## src/rtl/lsu_pkg.sv

```systemverilog
`default_nettype none
// ============================================================================
//  Module   : lsu_pkg
//  Purpose  : Shared definitions for the load/store unit bus bridge:
//             access-size encodings, the bridge state type and the lane
//             byte-mask helper.
//  Ports    : none (package)
//  Revision : 1.0 - initial release
// ============================================================================
package lsu_pkg;

  // Access size, log2 of the number of bytes moved
  localparam logic [1:0] SZ_B = 2'd0;
  localparam logic [1:0] SZ_H = 2'd1;
  localparam logic [1:0] SZ_W = 2'd2;
  localparam logic [1:0] SZ_D = 2'd3;

  typedef enum logic [2:0] {
    IDLE   = 3'd0,
    W_REQ  = 3'd1,
    W_RESP = 3'd2,
    R_REQ  = 3'd3,
    R_DATA = 3'd4,
    RESP   = 3'd5
  } state_t;

  // Byte-lane mask for an access of 2^size bytes starting at lane 'offset'.
  // Computed on the widest (8-lane) bus; narrower buses truncate the result.
  function automatic logic [7:0] size_to_mask(input logic [1:0] size,
                                              input logic [2:0] offset);
    logic [8:0] ones;
    ones = (9'd1 << (4'd1 << size)) - 9'd1;
    return ones[7:0] << offset;
  endfunction

endpackage
`default_nettype wire

```

## src/rtl/lsu_lane_align.sv

```systemverilog
`default_nettype none
// ============================================================================
//  Module   : lsu_lane_align
//  Purpose  : Combinational lane steering for the load/store bridge.
//             Store path: shifts LSB-justified store data onto its byte lanes
//             and builds the lane byte mask.
//             Load path: shifts the bus word down by the lane offset, keeps
//             the accessed bytes and sign- or zero-extends them.
//  Ports    : st_offset/st_size/st_wdata -> st_data/st_mask   (store path)
//             ld_offset/ld_size/ld_sext/ld_rdata -> ld_result  (load path)
//  Revision : 1.0 - initial release
// ============================================================================
module lsu_lane_align
  import lsu_pkg::*;
#(
  parameter int XLEN   = 64,
  parameter int NBYTES = XLEN / 8,
  parameter int OFS_W  = $clog2(NBYTES)
) (
  input  logic [OFS_W-1:0]  st_offset,
  input  logic [1:0]        st_size,
  input  logic [XLEN-1:0]   st_wdata,
  output logic [XLEN-1:0]   st_data,
  output logic [NBYTES-1:0] st_mask,
  input  logic [OFS_W-1:0]  ld_offset,
  input  logic [1:0]        ld_size,
  input  logic              ld_sext,
  input  logic [XLEN-1:0]   ld_rdata,
  output logic [XLEN-1:0]   ld_result
);

  logic [XLEN-1:0] ld_shift;
  logic [XLEN-1:0] keep;
  logic            sign;

  always_comb begin
    st_mask = NBYTES'(size_to_mask(st_size, 3'(st_offset)));
    st_data = st_wdata << {st_offset, 3'b000};

    ld_shift = ld_rdata >> {ld_offset, 3'b000};

    // An access as wide as the bus keeps every bit; avoid a full-width shift.
    if ((8 << ld_size) >= XLEN) begin
      keep = '1;
    end else begin
      keep = (XLEN'(1) << (8 << ld_size)) - XLEN'(1);
    end

    case (ld_size)
      SZ_B:    sign = ld_shift[7];
      SZ_H:    sign = ld_shift[15];
      SZ_W:    sign = ld_shift[31];
      default: sign = ld_shift[XLEN-1];
    endcase

    ld_result = (ld_shift & keep) | ((ld_sext && sign) ? ~keep : '0);
  end

endmodule
`default_nettype wire

```

## src/rtl/lsu_axi_bridge.sv

```systemverilog
`default_nettype none
// ============================================================================
//  Module   : lsu_axi_bridge
//  Purpose  : Load/store unit between the execute stage and a ready/valid
//             data-memory port. Accepts one request at a time, lane-aligns
//             stores, extends loads, rejects misaligned/illegal accesses
//             without touching the bus, and holds the pipeline via stall.
//  Ports    : clk, rst (async, active high)
//             req_*            request from execute (valid/ready handshake)
//             resp_*           one-cycle completion pulse, data and error
//             stall            pipeline hold while a transaction is in flight
//             w_* / r_*        write and read channels toward memory
//  Revision : 1.0 - initial release
// ============================================================================
module lsu_axi_bridge
  import lsu_pkg::*;
#(
  parameter int XLEN   = 64,
  parameter int ADDR_W = 64,
  parameter int NBYTES = XLEN / 8,
  parameter int OFS_W  = $clog2(NBYTES)
) (
  input  logic              clk,
  input  logic              rst,
  input  logic              req_valid,
  output logic              req_ready,
  input  logic              req_wen,
  input  logic [ADDR_W-1:0] req_addr,
  input  logic [1:0]        req_size,
  input  logic              req_sext,
  input  logic [XLEN-1:0]   req_wdata,
  output logic              resp_valid,
  output logic [XLEN-1:0]   resp_rdata,
  output logic              resp_err,
  output logic              stall,
  output logic              w_valid_i,
  input  logic              w_ready_o,
  output logic [ADDR_W-1:0] w_addr_i,
  output logic [XLEN-1:0]   w_data_i,
  output logic [NBYTES-1:0] w_mask_i,
  input  logic              w_valid_o,
  output logic              w_ready_i,
  output logic              r_valid_i,
  input  logic              r_ready_o,
  output logic [ADDR_W-1:0] r_addr_i,
  output logic [NBYTES-1:0] r_size_i,
  input  logic [XLEN-1:0]   r_data_o,
  input  logic              r_data_valid,
  output logic              r_data_ready
);

  state_t            state;
  logic [OFS_W-1:0]  off_q;
  logic [1:0]        size_q;
  logic              sext_q;
  logic [XLEN-1:0]   st_data;
  logic [NBYTES-1:0] st_mask;
  logic [XLEN-1:0]   ld_result;
  logic              misaligned;
  logic              illegal;

  // Store lanes are computed from the live request so they can be registered
  // at acceptance; load extraction uses the fields latched at acceptance.
  lsu_lane_align #(
    .XLEN   (XLEN),
    .NBYTES (NBYTES),
    .OFS_W  (OFS_W)
  ) u_align (
    .st_offset (req_addr[OFS_W-1:0]),
    .st_size   (req_size),
    .st_wdata  (req_wdata),
    .st_data   (st_data),
    .st_mask   (st_mask),
    .ld_offset (off_q),
    .ld_size   (size_q),
    .ld_sext   (sext_q),
    .ld_rdata  (r_data_o),
    .ld_result (ld_result)
  );

  always_comb begin
    case (req_size)
      SZ_B:    misaligned = 1'b0;
      SZ_H:    misaligned = req_addr[0];
      SZ_W:    misaligned = |req_addr[1:0];
      default: misaligned = |req_addr[2:0];
    endcase
    illegal = (req_size == SZ_D) && (XLEN < 64);
  end

  always_ff @(posedge clk or posedge rst) begin
    if (rst) begin
      state        <= IDLE;
      off_q        <= '0;
      size_q       <= SZ_B;
      sext_q       <= 1'b0;
      req_ready    <= 1'b1;
      resp_valid   <= 1'b0;
      resp_rdata   <= '0;
      resp_err     <= 1'b0;
      stall        <= 1'b0;
      w_valid_i    <= 1'b0;
      w_addr_i     <= '0;
      w_data_i     <= '0;
      w_mask_i     <= '0;
      w_ready_i    <= 1'b0;
      r_valid_i    <= 1'b0;
      r_addr_i     <= '0;
      r_size_i     <= '0;
      r_data_ready <= 1'b0;
    end else begin
      case (state)
        IDLE: begin
          if (req_valid) begin
            req_ready <= 1'b0;
            off_q     <= req_addr[OFS_W-1:0];
            size_q    <= req_size;
            sext_q    <= req_sext;
            if (misaligned || illegal) begin
              // Rejected without any bus activity; respond next cycle.
              state      <= RESP;
              resp_valid <= 1'b1;
              resp_err   <= 1'b1;
              resp_rdata <= '0;
            end else if (req_wen) begin
              state     <= W_REQ;
              stall     <= 1'b1;
              w_valid_i <= 1'b1;
              w_addr_i  <= req_addr;
              w_data_i  <= st_data;
              w_mask_i  <= st_mask;
            end else begin
              state     <= R_REQ;
              stall     <= 1'b1;
              r_valid_i <= 1'b1;
              r_addr_i  <= req_addr;
              r_size_i  <= st_mask;
            end
          end
        end
        W_REQ: begin
          if (w_ready_o) begin
            state     <= W_RESP;
            w_valid_i <= 1'b0;
            w_ready_i <= 1'b1;
          end
        end
        W_RESP: begin
          if (w_valid_o) begin
            state      <= RESP;
            w_ready_i  <= 1'b0;
            stall      <= 1'b0;
            resp_valid <= 1'b1;
            resp_err   <= 1'b0;
            resp_rdata <= '0;
          end
        end
        R_REQ: begin
          if (r_ready_o) begin
            state        <= R_DATA;
            r_valid_i    <= 1'b0;
            r_data_ready <= 1'b1;
          end
        end
        R_DATA: begin
          if (r_data_valid) begin
            state        <= RESP;
            r_data_ready <= 1'b0;
            stall        <= 1'b0;
            resp_valid   <= 1'b1;
            resp_err     <= 1'b0;
            resp_rdata   <= ld_result;
          end
        end
        RESP: begin
          state      <= IDLE;
          resp_valid <= 1'b0;
          resp_err   <= 1'b0;
          resp_rdata <= '0;
          req_ready  <= 1'b1;
        end
        default: begin
          state     <= IDLE;
          req_ready <= 1'b1;
        end
      endcase
    end
  end

endmodule
`default_nettype wire

```

## config.mk

```make
export PLATFORM = sky130hd
export DESIGN_NAME = lsu_axi_bridge
export DESIGN_NICKNAME = d
export VERILOG_FILES = /design/src/rtl/lsu_pkg.sv /design/src/rtl/lsu_lane_align.sv /design/src/rtl/lsu_axi_bridge.sv
export SDC_FILE = /design/constraint.sdc
export NUM_CORES = 1
export LEC_CHECK = 0
export ABC_AREA = 1
export CAP_MARGIN = 20
export CELL_PAD_IN_SITES_DETAIL_PLACEMENT = 0
export CELL_PAD_IN_SITES_GLOBAL_PLACEMENT = 2
export CORE_ASPECT_RATIO = 0.6
export CORE_UTILIZATION = 26
export DETAILED_ROUTE_END_ITERATION = 8
export HOLD_SLACK_MARGIN = 0.03
export PLACE_DENSITY = 0.78
export SLEW_MARGIN = 20
export SYNTH_ARGS = -nofsm -noshare
export SYNTH_HDL_FRONTEND = slang
export SYNTH_HIERARCHICAL = 1
export SYNTH_SLANG_ARGS = --single-unit
```

## constraint.sdc

```tcl
create_clock -name clk -period 11 [get_ports clk]
set_clock_uncertainty 0.1 [all_clocks]
set_input_delay 1.1 -clock clk [delete_from_list [all_inputs] [get_ports clk]]
set_output_delay 1.1 -clock clk [all_outputs]
set_load 0.005 [all_outputs]
```

==> results of run 1 <==
==> final cells by class <==
cell class / count / area, um2
clock inverters: 18 / 253
fillers: 6281 / 37500
multi-input cells: 1450 / 6700
repair buffers: 501 / 5010
diodes: 5 / 12.5
flip-flops and latches: 289 / 7240
inverters: 277 / 1050
clock buffers: 38 / 842
well taps: 781 / 977
==> logic make-up (layout without fill, tap and decap cells) <==
group / Yosys count / in the layout / share of synthesized area, %
other: 0 / 5 / 0
DFF: 289 / 289 / 45.9
adders and majority gates: 1 / 1 / 0.0794
and+or+nand+nor: 989 / 989 / 25.6
AOI/OAI and AO/OA: 426 / 426 / 14.6
muxes: 34 / 34 / 2.16
buffers and inverters: 416 / 834 / 11.7
==> power by group through the flow <==
stage | registers, mW | logic, mW | clock network [mW]
6_report | 1.77 | 2.63 | 1.16
4_1_cts | 1.77 | 2.67 | 1.20
3_5_place_dp | 1.77 | 2.66 | 0
3_3_place_gp | 1.77 | 2.66 | 0
2_1_floorplan | 1.76 | 1.31 | 0
5_1_grt | 1.82 | 2.93 | 1.24
==> critical path, stage by stage <==
cell and delay (ps):
clkdlybuf4s50_1 460, buf_4 450, clkinv_1 130, buf_4 350, o21ai_0 770, o21ai_0 460
inv_1 150, o21ai_1 70
==> per-layer routing <==
layer  vias to the layer above  global-route usage, %  part of all wire, %  routed length [um]
met5                         -                      0                0.089                  57
met4                         8                   3.51                  1.6                1000
met3                        62                   7.06                  9.0                5730
met2                       431                   30.1                   42               26900
met1                      7220                   29.0                   47               30300
li1                       7532                      -                    -                   -
==> cells in the mapped netlist <==
library cell | count | share of area [%]
clkbuf_1 | 51 | 1.2
and2_1 | 1 | 0.040
o21a_1 | 5 | 0.24
nand3_2 | 9 | 0.57
ha_1 | 1 | 0.079
or2_2 | 1 | 0.040
nor2_1 | 134 | 3.2
o21ai_2 | 21 | 1.2
a2bb2oi_1 | 1 | 0.056
dfstp_2 | 1 | 0.17
o21ai_0 | 243 | 7.7
inv_2 | 4 | 0.095
nand2_2 | 19 | 0.75
nand3b_1 | 2 | 0.095
inv_1 | 270 | 6.4
buf_1 | 7 | 0.17
nor2_8 | 1 | 0.13
o31ai_1 | 6 | 0.29
a21boi_1 | 1 | 0.048
inv_4 | 1 | 0.040
a21oi_1 | 27 | 0.86
buf_2 | 46 | 1.5
buf_8 | 1 | 0.095
nor2_4 | 1 | 0.071
clkinv_1 | 2 | 0.048
dfrtp_1 | 288 | 46
o22ai_1 | 8 | 0.32
nand2_4 | 1 | 0.071
buf_6 | 22 | 1.6
nor2_2 | 4 | 0.16
a31oi_1 | 6 | 0.24
mux2i_1 | 34 | 2.2
o211ai_1 | 10 | 0.48
o21bai_1 | 1 | 0.048
nand4_4 | 1 | 0.13
nand2_1 | 728 | 17
o21ai_1 | 95 | 3.0
nand3_1 | 84 | 2.7
buf_4 | 12 | 0.57
o221ai_1 | 1 | 0.056
nand3_4 | 3 | 0.33
a22oi_1 | 1 | 0.048
==> worst min path at each step <==
stage	slack (ps)	depth (start not counted)	endpoint
final	370	2	resp_rdata[19]
after global routing	390	2	resp_rdata[50]
after global placement	360	2	resp_rdata[19]
after CTS	380	2	resp_valid
after floorplan	360	2	stall
after detailed placement	360	2	resp_rdata[12]
==> cell usage in the layout (no fill, tap or decap), types with 3 or more instances in the layout <==
cell type        netlist  routed
dfrtp_1              288     286
nand3_1               84      84
inv_2                  4       5
nand3_4                3       4
clkinv_1               2       4
o22ai_1                8       8
o21ai_0              243     243
o21ai_1               95      95
clkinv_2               0       5
nor2_1               134     134
clkinvlp_4             0       3
inv_1                270     266
buf_4                 12      15
a21oi_1               27      27
nand2_1              728     727
clkbuf_1              51       3
clkbuf_16              0      31
a31oi_1                6       6
mux2i_1               34      34
nand2_2               19      20
clkdlybuf4s50_1        0     481
o21ai_2               21      21
o31ai_1                6       6
nand3_2                9       8
nor2_2                 4       3
o211ai_1              10      10
diode_2                0       5
o21a_1                 5       5
bufinv_16              0       5
clkbuf_8               0       4
==> state kept, by name, summed over array words and instances, names as in the netlist <==
signal,count
off_q,3
r_addr_i,64
r_data_ready,1
r_size_i,8
r_valid_i,1
req_ready,1
resp_err,1
resp_rdata,64
resp_valid,1
sext_q,1
size_q,2
stall,1
state,3
w_addr_i,64
w_data_i,64
w_mask_i,8
w_ready_i,1
w_valid_i,1
==> per-stage QoR <==
stage          instances  util, %
3_3_place_gp        3296     35.1
5_1_grt             3356     37.0
2_1_floorplan       2155        -
3_5_place_dp        3296     35.1
4_1_cts             3352     37.0
6_report            3359     37.1
==> summary.md, run 1 <==
| Metric | Value |
|---|---|
| VDD IR max | approximately 0.14 mV |
| Average size of a mapped cell | 7.31 um2 |
| IO buf count | a little under 500 |
| Nets | about 2800 |
| Hold Crit Start | resp_rdata[19] |
| CP Capture Point | w_data_i[58] |
| Hold Path Class | reg2reg |
| Status | finished, final reports clean |
| Drt total wl | about 64 mm |
| Die Ht | roughly 190 um |
| Critical path class | in2reg |
| Largest net degree at the start of global routing | 274 |
| Placed Area | 0.0209 mm2 |
| Cells after Synth | roughly 2200 |
| Tmin final | roughly 3600 ps |
| GRT overflow | 0 |
| Share of cells above drive strength 1 | roughly 5.6% |
| Gr usage total | about 20% |
| Worst hold slack | 372 ps |
| GP Congestion | 0.931 |
| Setup Viol. Count Final | 0 |
| Flop pwr share | roughly a third |
| Worst EP required | about 11000 ps |
| Cell count of the worst reg-to-reg path | 15 |
| Slew @ Worst Pin | about 1000 ps |
| Initial antenna violation count | 8 |
| Drt drc | 0 |
| Standard-cell row count | between 60 and 70 |
| Vias/cell | around 4.5 |
| Max frequency | about 0.28 GHz |
| CP max FO | between 60 and 70 |
| Combinational group share of total power | ~47% |
| Max cap viols | 0 |
| Critical path origin | req_addr[1] |
| Vias after detailed routing | between 15000 and 20000 |
| Vias in the first global route | ~15000 |
| CTS root buf | clkbuf_16 |
| First-pass GRT wire length | between 90 and 100 mm |
| Clock power frac | a little over a fifth |
| Routed len/inst | around 19 um |
| Total power | around 5.5 mW |
| P_int | 3.37 mW |
| Sw Ratio | between 30 and 40% |
| Fin. max-slew vios | 0 |
| CTS Sinks | approximately 290 |
| Final HPWL DP | 47.4 mm |
| Fin area | roughly 0.022 mm2 |
| Lkg Pwr | 10.5 nW |
| TNS Setup | 0 ps |
| R2R setup slack | roughly 7700 ps |
| Synth Net Count | roughly 2400 |
| Critical R2R Launch | off_q[0] |
| Reg clk slew, reported paths | approximately 60 ps |
| 1st-iter DRT viols | around 1000 |
| H-tree levels | 1 |
| Num CTS Buffers | 31 |
| Post-route antenna net violation count | 0 |
| Synth Warn # | 6 |
| Sw Pwr | approximately 2.2 mW |
| Setup WS post-layout | roughly 7400 ps |
| RSZ-0062 raised after global routing | false |
| Mapped Area | between 0.015 and 0.02 mm2 |
| Clock tree buffer depth | 3 |
| Hold Buf Count CTS | 0 |
| Period utilization | about 33% |
| Top Ports | 483 |
| CP Launch Type | input pin |
| Hold Fails Final Rpt | 0 |
| CTS tree | done |
| Critical path capture point type | flip-flop |
| CTS resizes | 0 |
| Initial Util | about a quarter |
| Detailed Routing Iterations Pass 1 | 6 |
| Clk_lat worst skew | around 610 ps |
| Pwr dens | about 250 mW/mm2 |
| Register area share after synthesis | between 40% and 50% |
| FF-to-FF End | resp_rdata[53] |
| Setup bufs post-CTS | 0 |
| Synth unique cells | 42 |
| Worst Path Arrival | between 3000 and 4000 ps |
| Area added between synthesis and finish | 40.1% |
| Post-Place Setup Slack | between 6000 and 7000 ps |
| Die X | 320 um |
| FF+latch count, synth | slightly below 300 |
| Area of the core | 0.0596 mm2 |
| Die area | just over 0.06 mm2 |
| Max_slew headroom | a little under 30% |
No activity file was read; power rests on OpenSTA's default activity.
==> run 2, diff against run 1 <==
Settings changed: CORE_UTILIZATION 26 to 23, PLACE_DENSITY 0.78 to 0.73.
Clock period 11 ns to 3.3 ns, I/O delays scaled along.
==> run 2 against run 1 <==
Effect of this change:
- flip-flop and latch count did not move
- via count rose by 1.1%
- final area grew 2.3%
- hold slack worse by 200 ps
- critical path type is now reg2reg
- critical endpoint is now resp_rdata[52]
- largest power group unchanged
- highest routed layer unchanged
==> summary.md, run 2 (synthesis results as in run 1) <==
| Metric | Value |
|---|---|
| Status | finished, final reports clean |
| IO buf count | ~480 |
| 1st-iter DRT viols | just over 1000 |
| Placed Cells | 3440 |
| CP max FO | 32 |
| Die Ht | just over 200 um |
| H-tree levels | 2 |
| Max cap viols | 0 |
| Drt drc | 0 |
| Hold Fails Final Rpt | 0 |
| RSZ-0062 raised after global routing | false |
| Vias/cell | 4.40 |
| Post-route antenna net violation count | 0 |
| Num CTS Buffers | 34 |
| Leading cell types in the layout, fill and taps excluded | 727 x nand2_1, 481 x clkdlybuf4s50_1, 286 x dfrtp_1 |
| Pwr dens | around 840 mW/mm2 |
| VDD IR max | between 0.6 and 0.7 mV |
| CTS Sinks | 289 |
| Reg clk slew, reported paths | approximately 60 ps |
| Routed len/inst | 18.7 um |
| Clk_lat worst skew | between 500 and 600 ps |
| Global routing's busiest layer | met2 |
| TNS Setup | 0 ps |
| Largest net degree at the start of global routing | 127 |
| Vias in the first global route | ~15000 |
| Nets | 2781 |
| Hold Buf Count CTS | 0 |
| Drt total wl | roughly 66 mm |
| Initial Util | between 20% and 30% |
| Fin util | around a third |
| Standard-cell row count | 73 |
| Period utilization | between 70 and 80% |
| Total power | about 19 mW |
| Final HPWL DP | slightly above 50 mm |
| Most common cell after layout, fill and taps aside | nand2_1 |
| Fin. max-slew vios | 0 |
| Met3 Usage GRT | 5.92% |
| Share of cells above drive strength 1 | between 6 and 7% |
| Clock tree buffer depth | 3 |
| Lkg Pwr | between 10 and 15 nW |
| GRT overflow | 0 |
| CTS resizes | 0 |
| Area added between synthesis and finish | 43.2% |
| Worst EP required | 3680 ps |
| Cell count of the worst reg-to-reg path | 13 |
| GRT met1 Usage | a little over a quarter |
| Fin cells | ~3500 |
| CTS tree | done |
| GP Congestion | just under 0.9 |
| Die area | ~0.070 mm2 |
| Top Ports | about 480 |
| Critical path class | reg2reg |
| Critical path capture point type | flip-flop |
| Max_slew headroom | between 40% and 50% |
| Area of the core | 0.0670 mm2 |
| Tmin final | about 2500 ps |
| Gr usage total | between 10% and 20% |
| Setup Viol. Count Final | 0 |
| Hold Path Class | in2async |
| Filler cells | between 7000 and 8000 |
| CP Launch Type | flip-flop |
| Worst Path Arrival | between 2000 and 3000 ps |
| Die X | 340 um |
| Initial antenna violation count | 7 |
| First-pass GRT wire length | 98.7 mm |
| Max frequency | between 0.4 and 0.5 GHz |
| Vias after detailed routing | 15400 |
| CTS root buf | clkbuf_16 |
| Slew @ Worst Pin | just under 900 ps |
| Setup bufs post-CTS | 0 |
| GRT met2 Usage | between 20% and 30% |
| Detailed Routing Iterations Pass 1 | 5 |
run 2: critical path, stage by stage, from the launching register on:
cell and delay (ps):
dfrtp_2 420, inv_2 310, nand2_1 130, nand3_1 120, nand3_1 100, nand2_2 110
nand2_2 90, nand3_2 90, nand3_4 360, o21ai_0 230, inv_1 60, nor2_1 100
nand2_1 90, nand2_1 90
run 2: metal layers:
layer	routed length [um]	up-vias
met5	46	-
li1	-	7599
met1	32000	7298
met4	760	6
met3	5560	49
met2	27300	466
run 2: worst paths after layout:
check,start,endpoint,slack [ps]
worst max-delay path,off_q[0],resp_rdata[52],830
worst min-delay path,rst,resp_rdata[31],170
worst max register to register,off_q[0],resp_rdata[52],830
worst min register to register,resp_rdata[55],resp_rdata[55],370
max in group asynchronous,rst,w_data_i[50],2090
min in group clk,req_addr[58],r_addr_i[58],230
run 2: per-stage QoR:
stage / setup slack (ps) / hold slack [ps] / cell area, um2
floorplan: -962 / 347 / 15800
global placement: 439 / 358 / 21300
detailed placement: 459 / 359 / 21300
CTS: 782 / 194 / 22500
global route: 582 / 226 / 22600
finish: 831 / 169 / 22600
run 2: area by class of cell:
type | instances | area (um2) | share of cell area (%)
Inverter | 277 | 1050 | 4.63
Clock buffer | 44 | 940 | 4.16
Antenna cell | 4 | 10.0 | 0.0443
Clock inverter | 17 | 269 | 1.19
Timing Repair Buffer | 525 | 5250 | 23.3
Tap cell | 900 | 1130 | 4.99
Multi-Input combinational cell | 1450 | 6700 | 29.7
Sequential cell | 289 | 7240 | 32.1
run 2: power by group:
group	internal [mW]	switching [mW]	leakage [nW]	total [mW]
clock network	2.50	1.65	0.588	4.15
logic	4.18	4.71	6.39	8.89
registers	4.96	0.980	3.76	5.94
